===== config.mk =====
export PLATFORM = sky130hd
export DESIGN_NAME = svf_coeff_sequencer
export DESIGN_NICKNAME = d
export VERILOG_FILES = /design/src/rtl/svf_pkg.sv /design/src/rtl/svf_coeff_sequencer_serial_divider.sv /design/src/rtl/svf_coeff_sequencer.sv
export SDC_FILE = /design/constraint.sdc
export NUM_CORES = 1
export LEC_CHECK = 0
export ABC_AREA = 0
export BUFFER_PORTS_ARGS = -buffer_cell sky130_fd_sc_hd__buf_2
export CAP_MARGIN = 5
export CORE_MARGIN = 8
export CORE_UTILIZATION = 65
export CTS_CLUSTER_SIZE = 40
export DETAILED_ROUTE_END_ITERATION = 10
export GPL_ROUTABILITY_DRIVEN = 0
export PLACE_DENSITY = 0.84
export SKIP_CTS_REPAIR_TIMING = 1
export SYNTH_ARGS = -nofsm -noshare
export SYNTH_HDL_FRONTEND = slang
export SYNTH_SLANG_ARGS = --single-unit

===== constraint.sdc =====
create_clock -name clk -period 16 [get_ports clk]
set_clock_uncertainty 0.1 [all_clocks]
set_input_delay 1.6 -clock clk [delete_from_list [all_inputs] [get_ports clk]]
set_output_delay 1.6 -clock clk [all_outputs]
set_load 0.05 [all_outputs]

===== src/rtl/svf_pkg.sv =====
// Shared constants, state encoding and arithmetic helpers for the SVF coefficient sequencer.
package svf_pkg;

    localparam int unsigned FRAC_BITS  = 12;
    localparam int unsigned DATA_W     = 16;
    localparam int unsigned MIDI_W     = 7;
    localparam int unsigned DIV_CYCLES = 24;
    localparam int unsigned DVD_W      = 25;
    localparam int unsigned QUO_W      = 24;
    localparam int unsigned CNT_W      = 5;
    localparam int unsigned ST_W       = 4;

    localparam logic [DATA_W-1:0] ONE      = 16'h1000;
    localparam logic [DVD_W-1:0]  DIVIDEND = 25'h100_0000;

    localparam logic [3:0] ST_IDLE   = 4'd0;
    localparam logic [3:0] ST_LOOKUP = 4'd1;
    localparam logic [3:0] ST_SUM    = 4'd2;
    localparam logic [3:0] ST_MUL1   = 4'd3;
    localparam logic [3:0] ST_ADDM   = 4'd4;
    localparam logic [3:0] ST_DIV    = 4'd5;
    localparam logic [3:0] ST_MUL2   = 4'd6;
    localparam logic [3:0] ST_MUL3   = 4'd7;
    localparam logic [3:0] ST_DONE   = 4'd8;

    // Clamp a wide unsigned result to 16 bits.
    function automatic logic [DATA_W-1:0] sat16(input logic [31:0] x);
        return (|x[31:DATA_W]) ? 16'hFFFF : x[DATA_W-1:0];
    endfunction

    // Q4.12 mantissas of 2^(f/9), f = 0..8.
    function automatic logic [DATA_W-1:0] g_mant(input logic [3:0] f);
        logic [DATA_W-1:0] m;
        case (f)
            4'd0:    m = 16'h1000;
            4'd1:    m = 16'h1148;
            4'd2:    m = 16'h12AA;
            4'd3:    m = 16'h1429;
            4'd4:    m = 16'h15C6;
            4'd5:    m = 16'h1784;
            4'd6:    m = 16'h1966;
            4'd7:    m = 16'h1B6F;
            default: m = 16'h1DA1;
        endcase
        return m;
    endfunction

    // g table contents: g = 1.0 * 2^((note-69)/9), saturated to 0xFFFF.
    function automatic logic [DATA_W-1:0] g_curve(input logic [MIDI_W-1:0] note);
        logic [7:0]  d;
        logic [3:0]  oct;
        logic [3:0]  f;
        logic [31:0] mant;
        logic [31:0] val;
        d    = 8'(note) + 8'd3;
        oct  = 4'(d / 8'd9);
        f    = 4'(d % 8'd9);
        mant = 32'(g_mant(f));
        if (oct >= 4'd8) val = mant << (oct - 4'd8);
        else             val = mant >> (4'd8 - oct);
        return sat16(val);
    endfunction

endpackage


===== src/rtl/svf_coeff_sequencer_serial_divider.sv =====
// Restoring serial divider: 25-bit dividend / 16-bit divisor, one quotient bit per cycle.
// The quotient MSB is always 0 for divisor > 1, so its step is folded into the load and
// the remaining 24 bits take DIV_CYCLES cycles; done pulses DIV_CYCLES cycles after start.
module serial_divider
    import svf_pkg::*;
(
    input  logic              clk,
    input  logic              rst,
    input  logic              start,
    input  logic [DVD_W-1:0]  dividend,
    input  logic [DATA_W-1:0] divisor,
    output logic [QUO_W-1:0]  quotient,
    output logic              done
);

    logic [DATA_W-1:0] rem;
    logic [DATA_W-1:0] dvsr;
    logic [DATA_W-1:0] cur_rem;
    logic [DATA_W-1:0] cur_dvsr;
    logic [DATA_W-1:0] next_rem;
    logic [QUO_W-1:0]  cur_dq;
    logic [QUO_W-1:0]  next_dq;
    logic [DATA_W:0]   shifted;
    logic              ge;
    logic [CNT_W-1:0]  cnt;
    logic              running;

    // One restoring step; on start it operates on the freshly presented operands.
    always_comb begin
        cur_rem  = rem;
        cur_dq   = quotient;
        cur_dvsr = dvsr;
        if (start) begin
            cur_rem  = DATA_W'(dividend[DVD_W-1]);
            cur_dq   = dividend[QUO_W-1:0];
            cur_dvsr = divisor;
        end
        shifted  = {cur_rem, cur_dq[QUO_W-1]};
        ge       = (shifted >= {1'b0, cur_dvsr});
        next_rem = ge ? DATA_W'(shifted - {1'b0, cur_dvsr}) : DATA_W'(shifted);
        next_dq  = {cur_dq[QUO_W-2:0], ge};
    end

    // Iteration control; a new start restarts the division from scratch.
    always_ff @(posedge clk) begin
        if (rst) begin
            rem      <= '0;
            dvsr     <= '0;
            quotient <= '0;
            cnt      <= '0;
            running  <= 1'b0;
            done     <= 1'b0;
        end else begin
            done <= 1'b0;
            if (start) begin
                rem      <= next_rem;
                quotient <= next_dq;
                dvsr     <= divisor;
                cnt      <= CNT_W'(DIV_CYCLES - 1);
                running  <= 1'b1;
            end else if (running) begin
                rem      <= next_rem;
                quotient <= next_dq;
                cnt      <= cnt - CNT_W'(1);
                if (cnt == CNT_W'(1)) begin
                    running <= 1'b0;
                    done    <= 1'b1;
                end
            end
        end
    end

endmodule


===== src/rtl/svf_coeff_sequencer.sv =====
// Sequences g/k/a1/a2/a3 lowpass SVF coefficients per MIDI note with one shared multiplier
// and a serial divider; publishes a coherent set with coincident valid and flush pulses.
module svf_coeff_sequencer
    import svf_pkg::*;
(
    input  logic              clk,
    input  logic              rst,
    input  logic              i_note_valid,
    input  logic [MIDI_W-1:0] i_midi,
    input  logic [DATA_W-1:0] i_k,
    output logic [DATA_W-1:0] o_g,
    output logic [DATA_W-1:0] o_k,
    output logic [DATA_W-1:0] o_a1,
    output logic [DATA_W-1:0] o_a2,
    output logic [DATA_W-1:0] o_a3,
    output logic              o_coef_valid,
    output logic              o_flush,
    output logic              o_busy
);

    logic [ST_W-1:0]   state;
    logic [ST_W-1:0]   next_state;
    logic [MIDI_W-1:0] midi_q;
    logic [DATA_W-1:0] k_q;
    logic [DATA_W-1:0] g_q;
    logic [DATA_W-1:0] s_q;
    logic [DATA_W-1:0] p_q;
    logic [DATA_W-1:0] a1_q;
    logic [DATA_W-1:0] a2_q;
    logic [DATA_W-1:0] mul_b;
    logic [31:0]       prod;
    logic [DATA_W-1:0] mul_res;
    logic [DATA_W-1:0] m_val;
    logic              div_start;
    logic              div_done;
    logic [QUO_W-1:0]  quotient;
    logic              update;

    // State register.
    always_ff @(posedge clk) begin
        if (rst) state <= ST_IDLE;
        else     state <= next_state;
    end

    // Next state; a strobe in any state restarts at LOOKUP (latest note wins).
    always_comb begin
        next_state = state;
        case (state)
            ST_IDLE:   next_state = ST_IDLE;
            ST_LOOKUP: next_state = ST_SUM;
            ST_SUM:    next_state = ST_MUL1;
            ST_MUL1:   next_state = ST_ADDM;
            ST_ADDM:   next_state = ST_DIV;
            ST_DIV:    if (div_done) next_state = ST_MUL2;
            ST_MUL2:   next_state = ST_MUL3;
            ST_MUL3:   next_state = ST_DONE;
            ST_DONE:   next_state = ST_IDLE;
            default:   next_state = ST_IDLE;
        endcase
        if (i_note_valid) next_state = ST_LOOKUP;
    end

    // Shared multiplier: g times s, a1 or a2 depending on the stage.
    always_comb begin
        mul_b = s_q;
        case (state)
            ST_MUL2: mul_b = a1_q;
            ST_MUL3: mul_b = a2_q;
            default: mul_b = s_q;
        endcase
        prod      = 32'(g_q) * 32'(mul_b);
        mul_res   = sat16(prod >> FRAC_BITS);
        m_val     = sat16(32'(ONE) + 32'(p_q));
        div_start = (state == ST_ADDM) && (next_state == ST_DIV);
        update    = (state == ST_MUL3) && (next_state == ST_DONE);
    end

    serial_divider u_div (
        .clk      (clk),
        .rst      (rst),
        .start    (div_start),
        .dividend (DIVIDEND),
        .divisor  (m_val),
        .quotient (quotient),
        .done     (div_done)
    );

    // Datapath registers and published outputs.
    always_ff @(posedge clk) begin
        if (rst) begin
            midi_q       <= '0;
            k_q          <= '0;
            g_q          <= '0;
            s_q          <= '0;
            p_q          <= '0;
            a1_q         <= '0;
            a2_q         <= '0;
            o_g          <= '0;
            o_k          <= '0;
            o_a1         <= '0;
            o_a2         <= '0;
            o_a3         <= '0;
            o_coef_valid <= 1'b0;
            o_flush      <= 1'b0;
            o_busy       <= 1'b0;
        end else begin
            if (i_note_valid) begin
                midi_q <= i_midi;
                k_q    <= i_k;
            end
            case (state)
                ST_LOOKUP: g_q <= g_curve(midi_q);
                ST_SUM:    s_q <= sat16(32'(g_q) + 32'(k_q));
                ST_MUL1:   p_q <= mul_res;
                ST_DIV:    if (div_done) a1_q <= sat16(32'(quotient));
                ST_MUL2:   a2_q <= mul_res;
                default:   ;
            endcase
            o_coef_valid <= update;
            o_flush      <= update;
            o_busy       <= (next_state != ST_IDLE);
            if (update) begin
                o_g  <= g_q;
                o_k  <= k_q;
                o_a1 <= a1_q;
                o_a2 <= a2_q;
                o_a3 <= mul_res;
            end
        end
    end

endmodule

==> run metrics <==
worst path required time=roughly 16 ns; CTS Buf Count=27; crit path kind=flop to flop; max reg flops=24; share of post-route cells with drive strength above 1=a little under a tenth; setup TNS=0 ns; grt ovf=0; Startpoint Class=flop; Die Ht=198 um; critical-path maximum fanout=32; number of global-route vias before repair=19400; final worst path period need=9.94 ns; Crit Reg-Reg Endpoint=o_a3[13]; Seq/Total Area, Yosys=23.5%; DR DRC count=0; synthesized area=21500 sq um; Sw Pwr=about 650 uW; Syn Area/Cell=roughly 8 sq um; DR iter-0 viols=roughly 2100; cell taking the most area after synthesis=dfxtp_1; worst slew pin tran=1.18 ns; Synthesis Warnings=0; final WL=58600 um; FF+latch count, synth=252; Max-cap violations=0; crit path capture type=flop; post-detailed-route wirelength per cell=between 15 and 20 um; worst reg2reg path depth=28; clk slew on worst S/H paths=0.06 ns; Worst slew margin=21.6%; fmax=101 MHz; slowest cell on the critical path=nand3b_1; status=completed; post-route ant nets=0; Die Wd=between 150 and 200 um; Initial DRT Pass Iterations=6; RSZ-0062 raised after global routing=false; Main synth FF type=dfxtp_1; Comb power frac=28.7%; post-synthesis async set-or-reset flop share=0%; IO buf count=between 100 and 150; sequential share of power=37.4%; Final Max Slew Viols=0; worst r2r src=state[2]; final hold vios=0; Worst-Skew Late Latency=0.55 ns; # H-tree levels=1; GRT Resource Usage Total=29.8%; Hold WC Path Type=flop to flop; FILL cells=2483; Yosys cell types=102; internal reg-to-reg setup slack=roughly 6 ns; number of synthesized flops with an enable pin=0; Mapped Nets=between 2000 and 3000; CP peak stage delay=~0.78 ns; Yosys top cell area share=23.5%; vias=19100; Critical Path Start=state[2]; Root Buffer=clkbuf_16; I/O pin count=109; maximum number of pins on one net before global-route repair=98; Most flops, register=u_div.quotient; CTS tree=built; P_int=1.18 mW; critical path arrival=between 10 and 15 ns; switching share of power=35.7%; initial core utilization=66.0%; Die Area=roughly 39000 sq um; Final nets=2986; PwrDens=79.3 nW/um^2; row cnt=66; Gate Count Post-Synth=2616; initial antenna violation count=0; Detailed Place HPWL=42600 um; clock sinks=252; largest buffer count on any clock path=3; VDD IR max=83.9 uV; Critical Path End=o_a3[13]; first-pass GRT wire length=between 90000 and 100000 um; vias per inst=6.21; synthesis-to-layout area growth=7.35%; final worst-path cycle share=62.1%; Final setup viols=0; P_leak=10.2 nW; clock share of power=33.9%; Worst path most repeated cell=fa_1; core area=around 33000 sq um; largest cells by area after synthesis=dfxtp_1 23%, fa_1 18%, ha_1 8.4%; total power=1.83 mW
[critical path: cells and delay by family (launching register included)]
kind,cells,cell delay [ns]
compound gates,10,2.74
fa+ha+maj,7,3.44
flops,1,0.56
simple gates,6,2.07
buf+inv,4,0.45
mux,1,0.37
[routing by layer]
layer,track usage [%],wire length [um]
met2,47.6,26900
met1,39.9,23800
met5,0,0
met4,12.6,2510
met3,4.75,5460
[cells by family (layout without fill, tap and decap cells)]
family | Yosys count | count (layout) | synth area share [%]
compound gates | 507 | 507 | 16.4
xor+xnor | 45 | 45 | 1.87
fa+ha+maj | 343 | 343 | 26.7
buf+inv | 429 | 453 | 7.74
flops | 252 | 252 | 23.5
mux | 74 | 74 | 3.46
other cells | 0 | 1 | 0
simple gates | 966 | 966 | 20.3
[per-stage QoR]
step                      std cells  util (%)  hold WS [ns]  setup slack (ns)  cell area (sq um)
final                          3083      70.9         0.353              6.06              23100
after global routing           3082      70.9         0.372              5.23              23100
after CTS                      3082      70.9         0.353              6.27              23100
after detailed placement       3033      68.2         0.344              6.39              22200
after global placement         3033      68.2         0.335              6.71              22200
after floorplan                2616         -         0.327              7.40              21500
[synthesized netlist by cell type (9+ instances only)]
| master | n |
|---|---|
| a211oi_1 | 86 |
| a21o_1 | 9 |
| a21oi_1 | 143 |
| a311oi_1 | 9 |
| a31oi_1 | 16 |
| and2_1 | 69 |
| buf_1 | 12 |
| buf_2 | 15 |
| clkbuf_1 | 134 |
| dfxtp_1 | 252 |
| fa_1 | 195 |
| ha_1 | 145 |
| inv_1 | 256 |
| mux2i_1 | 71 |
| nand2_1 | 362 |
| nand2b_1 | 25 |
| nand3_1 | 32 |
| nand4_1 | 10 |
| nor2_1 | 306 |
| nor2b_1 | 55 |
| nor3_1 | 51 |
| nor4_1 | 14 |
| o211ai_1 | 24 |
| o21a_1 | 16 |
| o21ai_0 | 57 |
| o21ai_1 | 19 |
| xnor2_1 | 31 |
| xor2_1 | 13 |
[worst min-delay path by stage]
stage,from,end,cells after the start
after floorplan,u_div.rem[14],u_div.rem[14],2
after global placement,u_div.rem[2],u_div.rem[2],2
after detailed placement,u_div.rem[14],u_div.rem[14],2
after CTS,u_div.rem[14],u_div.rem[14],2
after global routing,u_div.rem[14],u_div.rem[14],2
final,u_div.rem[14],u_div.rem[14],2
[layout by cell type, fill, tap and decap left out, drive strengths merged, types with 10 or more instances in the layout]
cell type,Yosys,routed
mux2i,71,71
a2111oi,11,11
ha,145,145
a311oi,16,16
fa,195,195
buf,33,145
nor4,17,17
nand2,363,363
and2,69,69
o211ai,24,24
inv,258,261
xnor2,32,32
nor3,55,55
o21ai,81,81
o21a,18,18
a211oi,91,91
nand4,10,10
a31oi,16,16
nand3,33,33
clkbuf,137,36
xor2,13,13
dfxtp,252,252
nor2b,55,55
nand2b,25,25
nor2,309,309
a21oi,145,145
[area by class of cell]
| class | count | area (sq um) | area share, % |
|---|---|---|---|
| multi-input cells | 1935 | 14800 | 64.1 |
| clock buffers | 36 | 729 | 3.16 |
| repair buffers | 145 | 825 | 3.57 |
| well taps | 442 | 553 | 2.40 |
| inverters | 259 | 972 | 4.21 |
| flip-flops and latches | 252 | 5040 | 21.9 |
| clock inverters | 13 | 145 | 0.629 |
| diodes | 1 | 2.50 | 0.0108 |
[power groups by stage]
stage	combinational, mW	clock, mW	sequential [mW]
3_5_place_dp	0.501	0	0.696
3_3_place_gp	0.488	0	0.695
5_1_grt	0.566	0.647	0.686
6_report	0.525	0.619	0.684
2_1_floorplan	0.408	0	0.662
4_1_cts	0.505	0.622	0.682
Power figures use the tool's default switching activity.
